[config.mk]
export PLATFORM = sky130hd
export DESIGN_NAME = seven_seg_scan
export DESIGN_NICKNAME = d
export VERILOG_FILES = /design/src/rtl/seven_seg_scan.sv
export SDC_FILE = /design/constraint.sdc
export NUM_CORES = 1
export LEC_CHECK = 0
export ABC_AREA = 1
export CAP_MARGIN = 20
export CORE_MARGIN = 2
export CORE_UTILIZATION = 50
export DETAILED_ROUTE_END_ITERATION = 7
export PLACE_DENSITY = 0.76
export SKIP_CTS_REPAIR_TIMING = 1
export SYNTH_ARGS = -nofsm -noshare
export SYNTH_HDL_FRONTEND = slang
export SYNTH_SLANG_ARGS = --single-unit
[constraint.sdc]
create_clock -name clk -period 1.3 [get_ports clk]
set_input_delay 0.26 -clock clk [delete_from_list [all_inputs] [get_ports clk]]
set_output_delay 0.26 -clock clk [all_outputs]
set_load 0.02 [all_outputs]
[src/rtl/seven_seg_scan.sv]
// Time-multiplexed seven-segment scanner with per-slot anti-ghost blank and leading-zero suppression.
// Optional digit blinking is compiled in when SEVEN_SEG_BLINK_EN is defined.
module seven_seg_scan #(
  parameter int NUM_DIGITS    = 4,
  parameter int SCAN_DIV      = 50000,
  parameter int AN_ACTIVE_LOW = 1,
  parameter int BLINK_DIV     = 64
) (
  input  logic                      clk,
  input  logic                      rst_n,
  input  logic [4*NUM_DIGITS-1:0]   digits_in,
  input  logic                      load,
  input  logic                      lz_blank,
`ifdef SEVEN_SEG_BLINK_EN
  input  logic [NUM_DIGITS-1:0]     blink_mask,
`endif
  output logic [0:6]                seg,
  output logic [NUM_DIGITS-1:0]     an
);

  localparam int IDX_W = (NUM_DIGITS > 1) ? $clog2(NUM_DIGITS) : 1;
  localparam int PRE_W = $clog2(SCAN_DIV);
  localparam logic [6:0] SEG_BLANK = 7'b1111111;
  localparam logic [NUM_DIGITS-1:0] AN_OFF = (AN_ACTIVE_LOW != 0) ? {NUM_DIGITS{1'b1}} : {NUM_DIGITS{1'b0}};

  typedef enum logic {ST_GAP = 1'b0, ST_DRIVE = 1'b1} state_t;

  state_t                    r_state;
  state_t                    w_state_nxt;
  logic [PRE_W-1:0]          r_presc;
  logic [IDX_W-1:0]          r_idx;
  logic [4*NUM_DIGITS-1:0]   r_shadow;
  logic [3:0]                r_code;
  logic [6:0]                r_seg;
  logic [NUM_DIGITS-1:0]     r_an;
  logic                      w_tick;
  logic [NUM_DIGITS-1:0]     w_onehot;
  logic [NUM_DIGITS-1:0]     w_lz_mask;
  logic [3:0]                w_cur_digit;
  logic                      w_zero_run;
  logic                      w_slot_blank;
  logic                      w_blink_blank;
  logic [6:0]                w_seg_nxt;
  logic [NUM_DIGITS-1:0]     w_an_nxt;

  function automatic logic [6:0] seg_decode(input logic [3:0] code);
    logic [6:0] s;
    case (code)
      4'd0:    s = 7'b0000001;
      4'd1:    s = 7'b1001111;
      4'd2:    s = 7'b0010010;
      4'd3:    s = 7'b0000110;
      4'd4:    s = 7'b1001100;
      4'd5:    s = 7'b0100100;
      4'd6:    s = 7'b0100000;
      4'd7:    s = 7'b0001111;
      4'd8:    s = 7'b0000000;
      4'd9:    s = 7'b0000100;
      default: s = SEG_BLANK;
    endcase
    return s;
  endfunction

  assign w_tick = (r_presc == PRE_W'(SCAN_DIV - 1));

  // Select the current digit and build the leading-zero mask from the shadow word.
  always_comb begin
    w_onehot    = '0;
    w_lz_mask   = '0;
    w_cur_digit = 4'h0;
    w_zero_run  = 1'b1;
    for (int i = NUM_DIGITS - 1; i >= 0; i--) begin
      w_onehot[i]  = (r_idx == IDX_W'(i));
      w_cur_digit  = w_cur_digit | (w_onehot[i] ? r_shadow[4*i +: 4] : 4'h0);
      w_zero_run   = w_zero_run & (r_shadow[4*i +: 4] == 4'h0);
      w_lz_mask[i] = w_zero_run & lz_blank & (i != 0);
    end
  end

`ifdef SEVEN_SEG_BLINK_EN
  localparam int FRM_W = (BLINK_DIV > 1) ? $clog2(BLINK_DIV) : 1;
  logic [FRM_W-1:0] r_frame;
  logic             r_phase;
  logic             w_frame_end;

  assign w_frame_end   = w_tick & (r_idx == IDX_W'(NUM_DIGITS - 1));
  assign w_blink_blank = r_phase & |(blink_mask & w_onehot);

  // Frame counter; phase flips each time it wraps.
  always_ff @(posedge clk or negedge rst_n) begin
    if (!rst_n) begin
      r_frame <= '0;
      r_phase <= 1'b0;
    end else if (w_frame_end) begin
      if (r_frame == FRM_W'(BLINK_DIV - 1)) begin
        r_frame <= '0;
        r_phase <= ~r_phase;
      end else begin
        r_frame <= r_frame + FRM_W'(1);
      end
    end
  end
`else
  assign w_blink_blank = 1'b0;
`endif

  assign w_slot_blank = (|(w_lz_mask & w_onehot)) | w_blink_blank;

  // Next state and next registered outputs.
  always_comb begin
    w_state_nxt = r_state;
    w_seg_nxt   = SEG_BLANK;
    w_an_nxt    = AN_OFF;
    case (r_state)
      ST_GAP: begin
        w_state_nxt = w_tick ? ST_GAP : ST_DRIVE;
      end
      ST_DRIVE: begin
        w_state_nxt = w_tick ? ST_GAP : ST_DRIVE;
        w_seg_nxt   = seg_decode(r_code);
        w_an_nxt    = (AN_ACTIVE_LOW != 0) ? ~w_onehot : w_onehot;
      end
      default: begin
        w_state_nxt = ST_GAP;
      end
    endcase
  end

  // Prescaler, digit index and state register.
  always_ff @(posedge clk or negedge rst_n) begin
    if (!rst_n) begin
      r_presc <= '0;
      r_idx   <= '0;
      r_state <= ST_GAP;
    end else begin
      r_state <= w_state_nxt;
      if (w_tick) begin
        r_presc <= '0;
        r_idx   <= (r_idx == IDX_W'(NUM_DIGITS - 1)) ? '0 : r_idx + IDX_W'(1);
      end else begin
        r_presc <= r_presc + PRE_W'(1);
      end
    end
  end

  // Shadow register; the slot code is frozen during GAP so a load never tears a slot.
  always_ff @(posedge clk or negedge rst_n) begin
    if (!rst_n) begin
      r_shadow <= {NUM_DIGITS{4'hA}};
      r_code   <= 4'hA;
    end else begin
      if (load) begin
        r_shadow <= digits_in;
      end
      if (r_state == ST_GAP) begin
        r_code <= w_slot_blank ? 4'hF : w_cur_digit;
      end
    end
  end

  // Output registers.
  always_ff @(posedge clk or negedge rst_n) begin
    if (!rst_n) begin
      r_seg <= SEG_BLANK;
      r_an  <= AN_OFF;
    end else begin
      r_seg <= w_seg_nxt;
      r_an  <= w_an_nxt;
    end
  end

  assign seg = r_seg;
  assign an  = r_an;

endmodule
==> impl_metrics.ini <==
[floorplan]
dieWidth_um = 74.29
die_y_um = 74.29
placementRows = 25
core-area_um2 = 4755
die_area_um2 = 5518
initial_utilization_pct = 51.95
ioPinCount = 31

[critical_path]
cp-start-kind = flop
crit_end = r_presc[4]
crit_family = simple AND/OR/NAND/NOR gates
crit_required_ps = 1490
r2r_end = r_presc[4]
reg2reg_depth = 8
crit_start = r_presc[0]
cp_slowest_cell = dfrtp_1
crit_buf_inv = 2
max_stage_delay_ps = 420
cp_max_fo = 3
cp.arrival_ps = 1510
path_depth = 8
crit_type = flop to flop
timing.rr.start = r_presc[0]
crit_path_end_kind = flop
path_cells = ha_4 > nand2_4 > inv_2 > nand2_4 > inv_2 > or2_2 > o21ai_0 > nor2_1
rrSetupSlack_ps = -20

[pwr]
irDropWorstVdd_mv = 0.5931
power.internal_uw = 2257
switching_share_pct = 23.61
power_uw = 2954
seqPwrFrac_pct = 58.1
p_per_area_nw_per_um2 = 897.0
p_leak_uw = 0.001572
p_clk_share_pct = 30.9
p_sw_uw = 697.5
p_comb_share_pct = 10.9

[cells_and_area]
ff_latch_area_um2 = 1280
final_cell_area_um2 = 3293
multi_input_area_um2 = 1244
fin_util_pct = 69.26
diodes = 0
nets = 361
fill_cells = 363
syn2layout_area_growth_pct = 33.33
drive_gt1_share_pct = 40.66

[worst_hold_path]
holdCritPathClass = input pin to asynchronous set/reset pin

[synth]
yosys-top-cells-area = dfrtp_1 (29%), dfstp_2 (22%), nand2_1 (8.7%)
yosys_warnings = 0
synth_top_area_cell = dfrtp_1
synth_flop_cell = dfrtp_1
avgSynthCellArea_um2 = 8.981
synth_edf_count = 0
ys_seq_area_share_pct = 51.72
synth_common_cells = nand2_1 (57), nor2_1 (35), inv_1 (33)
synth_top_area_share_pct = 29.38
synth-async-reset-ratio_pct = 100.0
synth-seq-cells = 50
synth_cell_types = 23
synth_most_common_cell = nand2_1
syn_inst = 275
synth_nets = 305
synth_area_um2 = 2470

[timing]
drv_slew = 0
min_period_ps = 1318
tightest_slew_ps = 265.8
fin_skew_ps = 5.255
fin_crit_sh_pct = 101.4
slew_headroom_pct = 82.28
max_freq_mhz = 758.4
fin_setup_tns_ps = -33.92
hold_violations = 0
hold_slack_ps = 474.0
rsz0062_at_grt = yes
fin_ws_ps = -18.49
setup_viol = 2

[global_route]
grt_pass1_wl_mm = 7.824
grt_max_degree = 51
antenna_found_initial = 0
grt.overflow.total = 0
grt_pass1_vias = 1813
track_usage_pct = 18.52

[clock_tree]
clkLatencyLatePin_ps = 290
cts.sinks = 50
path_clk_slew_ps = 90
cts_tree = done
cts.htree.levels = 2
clock_path_buffers = 2
cts_made_buffers = 5
ctsRootBufferMaster = clkbuf_8

[route]
routed_via_density = 4.932
drc = 0
ant_nets = 0
drt_iter0_drc = 111
vias = 1968
wl_per_cell_um = 12.64
drt-total-wl_mm = 5.043
drt_pass1_iterations = 4

[placed_design]
post-dp-hpwl_mm = 3.360
placed_area_um2 = 2987
port_buffers = 30
place_congestion = 0.9016

[flow_run]
max-cap-violations = 0

[status]
violations = setup timing
status = finished with violations
[routing by layer]
layer,routed length (µm),up-vias,global-route usage (%)
li1,-,982,-
met1,2256,948,23.07
met2,2595,33,32.24
met3,159,5,3.388
met4,31,0,6.944
met5,0,-,0
[final cells by class]
class                      instances  share of cell area, %
sequential                        50                  38.87
multi-input combinational        185                  37.77
timing repair buffer              52                  13.53
inverter                          37                  4.521
clock buffer                       7                  2.622
tap                               67                  2.546
clock inverter                     1                 0.1520
[logic make-up (layout without fill, tap and decap cells)]
| logic type | after synthesis | count (layout) | share of synthesized area (%) |
|---|---|---|---|
| mux | 12 | 12 | 5.471 |
| flops | 50 | 50 | 51.72 |
| xor+xnor | 5 | 5 | 1.773 |
| fa+ha+maj | 10 | 10 | 5.066 |
| compound gates | 25 | 25 | 5.522 |
| simple gates | 133 | 133 | 24.22 |
| buf+inv | 40 | 97 | 6.231 |
[flip-flops by register name, summed over array words and instances, names as in the netlist]
register,cells
an,4
r_code,4
r_idx,2
r_presc,16
r_shadow,16
r_state,1
seg,7
[cells in the final DEF, fill, tap and decap left out]
master / count
clkbuf_8: 6
o21ai_0: 10
nand3_2: 9
clkinv_2: 1
nor3b_2: 1
nor3_1: 1
o21ai_1: 7
buf_12: 3
dfstp_2: 21
inv_2: 4
inv_4: 4
dfrtp_1: 27
ha_1: 4
ha_4: 6
mux2_2: 12
nand2_4: 4
buf_2: 1
dlygate4sd3_1: 1
a21oi_1: 3
xor2_1: 5
nor2_2: 7
nand2_2: 11
nor2_1: 27
nor3_2: 1
nand3_4: 1
nand2_1: 48
o21ai_2: 5
clkbuf_2: 11
inv_1: 29
buf_4: 18
clkbuf_1: 1
nand3b_1: 1
nor2_4: 3
dfrtp_2: 2
nand3_1: 11
clkdlybuf4s50_1: 18
nand4_1: 4
or2_2: 4
[worst register-to-register path: cells and delay by family (launching register included)]
| family | cells | cell delay (ps) |
|---|---|---|
| AOI/OAI and AO/OA | 1 | 70 |
| buffers and inverters | 2 | 90 |
| DFF | 1 | 420 |
| adders and majority gates | 1 | 190 |
| and+or+nand+nor | 4 | 450 |
[per-stage QoR]
step,cells,setup slack (ps)
floorplan,275,1.791
global placement,384,-61.98
detailed placement,384,-82.15
CTS,392,-387.6
global route,399,-67.32
finish,399,-18.49
[power groups by stage]
| stage | combinational [µW] | clock [µW] | sequential, µW |
|---|---|---|---|
| 6_report | 323 | 914 | 1720 |
| 3_3_place_gp | 320 | 0 | 1740 |
| 3_5_place_dp | 326 | 0 | 1740 |
| 4_1_cts | 327 | 944 | 1710 |
| 5_1_grt | 361 | 981 | 1730 |
| 2_1_floorplan | 125 | 0 | 1760 |
[how the worst min path moves through the flow]
stage / startpoint / end / slack, ps / cells past startpoint
after floorplan: rst_n / r_code[0] / -40 / 0
after global placement: rst_n / r_shadow[8] / 270 / 2
after detailed placement: rst_n / r_shadow[10] / 270 / 2
after CTS: rst_n / r_shadow[12] / -60 / 2
after global routing: rst_n / r_shadow[10] / 510 / 3
final: rst_n / r_shadow[10] / 470 / 3
Power figures use the tool's default switching activity.
==> RTL change 1, RTL diff (same flow settings) <==
Put one more register stage on the output `seg`. The value now appears one clock later. The other outputs are not delayed to match.
--- a/src/rtl/seven_seg_scan.sv
+++ b/src/rtl/seven_seg_scan.sv
@@ -169,7 +169,9 @@
     end
   end
 
-  assign seg = r_seg;
+  always_ff @(posedge clk) begin
+    seg <= r_seg;
+  end
   assign an  = r_an;
 
 endmodule
Behaviour: no difference found for any inputs over 10 cycles, from zero or initial values and one cycle with rst_n low; that may be too few to reach the edited logic, so the function may still have changed.
==> RTL change 1 against the unedited design <==
Largest cell class unchanged; core utilization rose by 1.1 points; non-clock buffer count fell by 1; worst hold slack got worse by 0.084 ns; area after synthesis rose by 5.7%; sequential cell count rose by 7; power rose by 30%; synthesized cell count rose by 2.5%; routed wire length rose by 14%; highest routed layer unchanged; setup slack got worse by 0.055 ns; final area rose by 8.4%; die area rose by 5.4%; the flow still finishes with violations (negative setup slack); first-iteration DRC count fell by 23%.
==> RTL change 1: results (changes against the unedited design) <==
placed cell area=3110 um2 (+4.1%); routability congestion estimate=0.8649 (-4.1%); Total GRT Usage=0.1918 (+0.006578); multiplexer share of the synthesized area=0.05177 (-0.002938); Setup-failing EPs final=5 (+3); layout cells sized above 1=0.3873 (-0.01934); failing checks=negative setup slack; nets=371 (+2.8%); Placed Cells=393 (+2.3%); Leak=1.755 nW (+12%); Avg WL per Cell=13.78 um (+9.0%); H-Tree Depth=3 (+1); adder-cell share of the synthesized area=0.04794 (-0.002720); worst hold path type=flop to flop; met2 wire len=3.015 mm (+16%); largest cells by area after synthesis=dfrtp_1, dfstp_2, nand2_1; Worst-path clk slew=0.07 ns (-0.02 ns); ys async rst share=0.8772 (-0.1228); worst-skew pair later-pin latency=0.35 ns (+0.06 ns); Synth Net Count=312 (+2.3%); final setup margin=-0.07318 ns (-0.05469 ns); 1st-iter DRT viols=86 (-23%); status=finished, violations left; wl on met1=2.419 mm (+7.2%); vias per cell=4.947 (+0.30%)
[RTL change 1: changes by cell type in the layout (fill, tap and decap cells not counted), sizes merged]
cell | unedited run | this run
buf | 22 | 23
dfxtp | 0 | 7
dlymetal6s2s | 0 | 7
clkinv | 1 | 0
[RTL change 1: cell families (layout without fill, tap and decap cells)]
family                   Yosys count  after routing
buffers and inverters             40            104
adder cells (fa/ha/maj)           10             10
XOR/XNOR                           5              5
AO/OA/AOI/OAI                     25             25
AND/OR/NAND/NOR                  133            133
flip-flops                        57             57
multiplexers                      12             12
[RTL change 1: worst max-delay path, cell delays in order, from the launching register on]
cell and delay (ns):
dfrtp_1 0.39, ha_2 0.21, nand2_4 0.09, inv_4 0.04
nand2_4 0.08, inv_2 0.04, or2_2 0.27, o21ai_0 0.08
nor2_1 0.06
[RTL change 1: power breakdown]
part	switching [W]	internal (W)	total, W
clock	0.000679	0.000852	0.00153
sequential	0.0000557	0.00191	0.00196
combinational	0.000173	0.000179	0.000352
total	0.000907	0.00294	0.00385
[RTL change 1: layer usage]
metal	vias up	GRT usage
met3	9	0.05332
met2	52	0.3168
met4	0	0.09091
met1	989	0.2326
li1	1008	-
met5	-	0
[RTL change 1: final timing paths]
path | slack (ns) | from | end
min in group asynchronous | 0.43 | rst_n | r_presc[1]
setup reg to reg | -0.07 | r_presc[1] | r_presc[4]
setup / recovery | -0.07 | r_presc[1] | r_presc[4]
hold reg to reg | 0.39 | r_seg[2] | seg[4]
hold / removal | 0.39 | r_seg[2] | seg[4]
max in group asynchronous | 0.58 | rst_n | r_seg[4]
[RTL change 1: cell type report]
class | count | area, um2
inverters | 37 | 143.9
clock buffers | 16 | 180.2
fillers | 368 | 1504
repair buffers | 51 | 490.5
flip-flops and latches | 57 | 1420
well taps | 70 | 87.58
multi-input cells | 185 | 1249
==> RTL change 2, RTL diff (same flow settings) <==
Made on the original files. The option `SEVEN_SEG_BLINK_EN` is turned on by a define.
--- a/src/rtl/seven_seg_scan.sv
+++ b/src/rtl/seven_seg_scan.sv
@@ -1,5 +1,7 @@
 // Time-multiplexed seven-segment scanner with per-slot anti-ghost blank and leading-zero suppression.
 // Optional digit blinking is compiled in when SEVEN_SEG_BLINK_EN is defined.
+`define SEVEN_SEG_BLINK_EN
+
 module seven_seg_scan #(
   parameter int NUM_DIGITS    = 4,
   parameter int SCAN_DIV      = 50000,
Ports: changed (added blink_mask); port bits go from 31 to 35. The function was not compared with the original's and may differ.
==> RTL change 2 against the unedited design <==
Global-route usage grew 3.3 points; highest routed layer unchanged; the run still ends with negative setup slack left; routed wire length grew 54%; final area grew 33%; final cell count grew 29%; setup slack lost 0.17 ns; sequential cell count grew 7; largest cell class is now multi-input gates; area after synthesis grew 19%; power grew 28%.
==> RTL change 2: results (changes against the unedited design) <==
1st-iter DRT viols=200 (+80%); Total GRT Usage=0.2187 (+0.03346); Slew headroom=0.7937 (-0.02911); status=finished, violations left; average cell area after synthesis=8.579 um2 (-4.5%); final setup margin=-0.1914 ns (-0.1729 ns); Post-Place Worst Slack=-0.2183 ns (-0.1361 ns); filler cell count=334 (-8.0%); wl on met1=3.169 mm (+40%); layout cells sized above 1=0.4628 (+0.05613); top post-synthesis cells by count=nand2_1, inv_1, nor2_1; CP Data Arrival Time=1.71 ns (+0.20 ns); TNS Setup=-2.521 ns (-2.487 ns); global-route met2 utilization=0.3517 (+0.02925); Comb pwr share=0.088 (-0.021); Placed Cells=485 (+26%); met1 Use GR=0.2768 (+0.04611); hpwl dp=4.483 mm (+33%); Global Route met3 Usage=0.06067 (+0.02680); Synth Net Count=377 (+24%); placed cell area=3712 um2 (+24%); R2R cell count=9 (+1); Setup-failing EPs final=23 (+21); failing checks=negative setup slack; vias per cell=5.256 (+6.6%); largest cells by area after synthesis=dfrtp_1, dfstp_2, nand2_1; H-Tree Depth=3 (+1); routed vias=2707 (+38%); Net Switching=0.0009387 W (+35%)
RTL change 2: cell types whose count changed in the layout (fill, tap and decap cells not counted), moves of 6 or more:
cell	change
nand2_1	+22
buf_4	+19
buf_6	+16
nor2_1	-10
nor2_4	+9
nand2_2	+8
clkbuf_2	-7
inv_1	+7
nand3_1	+7
dfrtp_1	+6
RTL change 2: logic make-up after synthesis:
logic type / after synthesis / synth area share
buffers and inverters: 52 / 0.07249
muxes: 12 / 0.04606
and+or+nand+nor: 177 / 0.2623
adders and majority gates: 11 / 0.04691
DFF: 57 / 0.4951
xor gates and xnor gates: 11 / 0.03284
AOI/OAI and AO/OA: 22 / 0.04435
RTL change 2: cell type report:
type / instances / area (um2) / share of cell area
Multi-Input combinational cell: 234 / 1649 / 0.3767
Tap cell: 72 / 90.09 / 0.02058
Clock inverter: 3 / 17.52 / 0.004001
Clock buffer: 13 / 158.9 / 0.03630
Timing Repair Buffer: 90 / 823.3 / 0.1881
Sequential cell: 57 / 1456 / 0.3327
Inverter: 46 / 182.7 / 0.04173
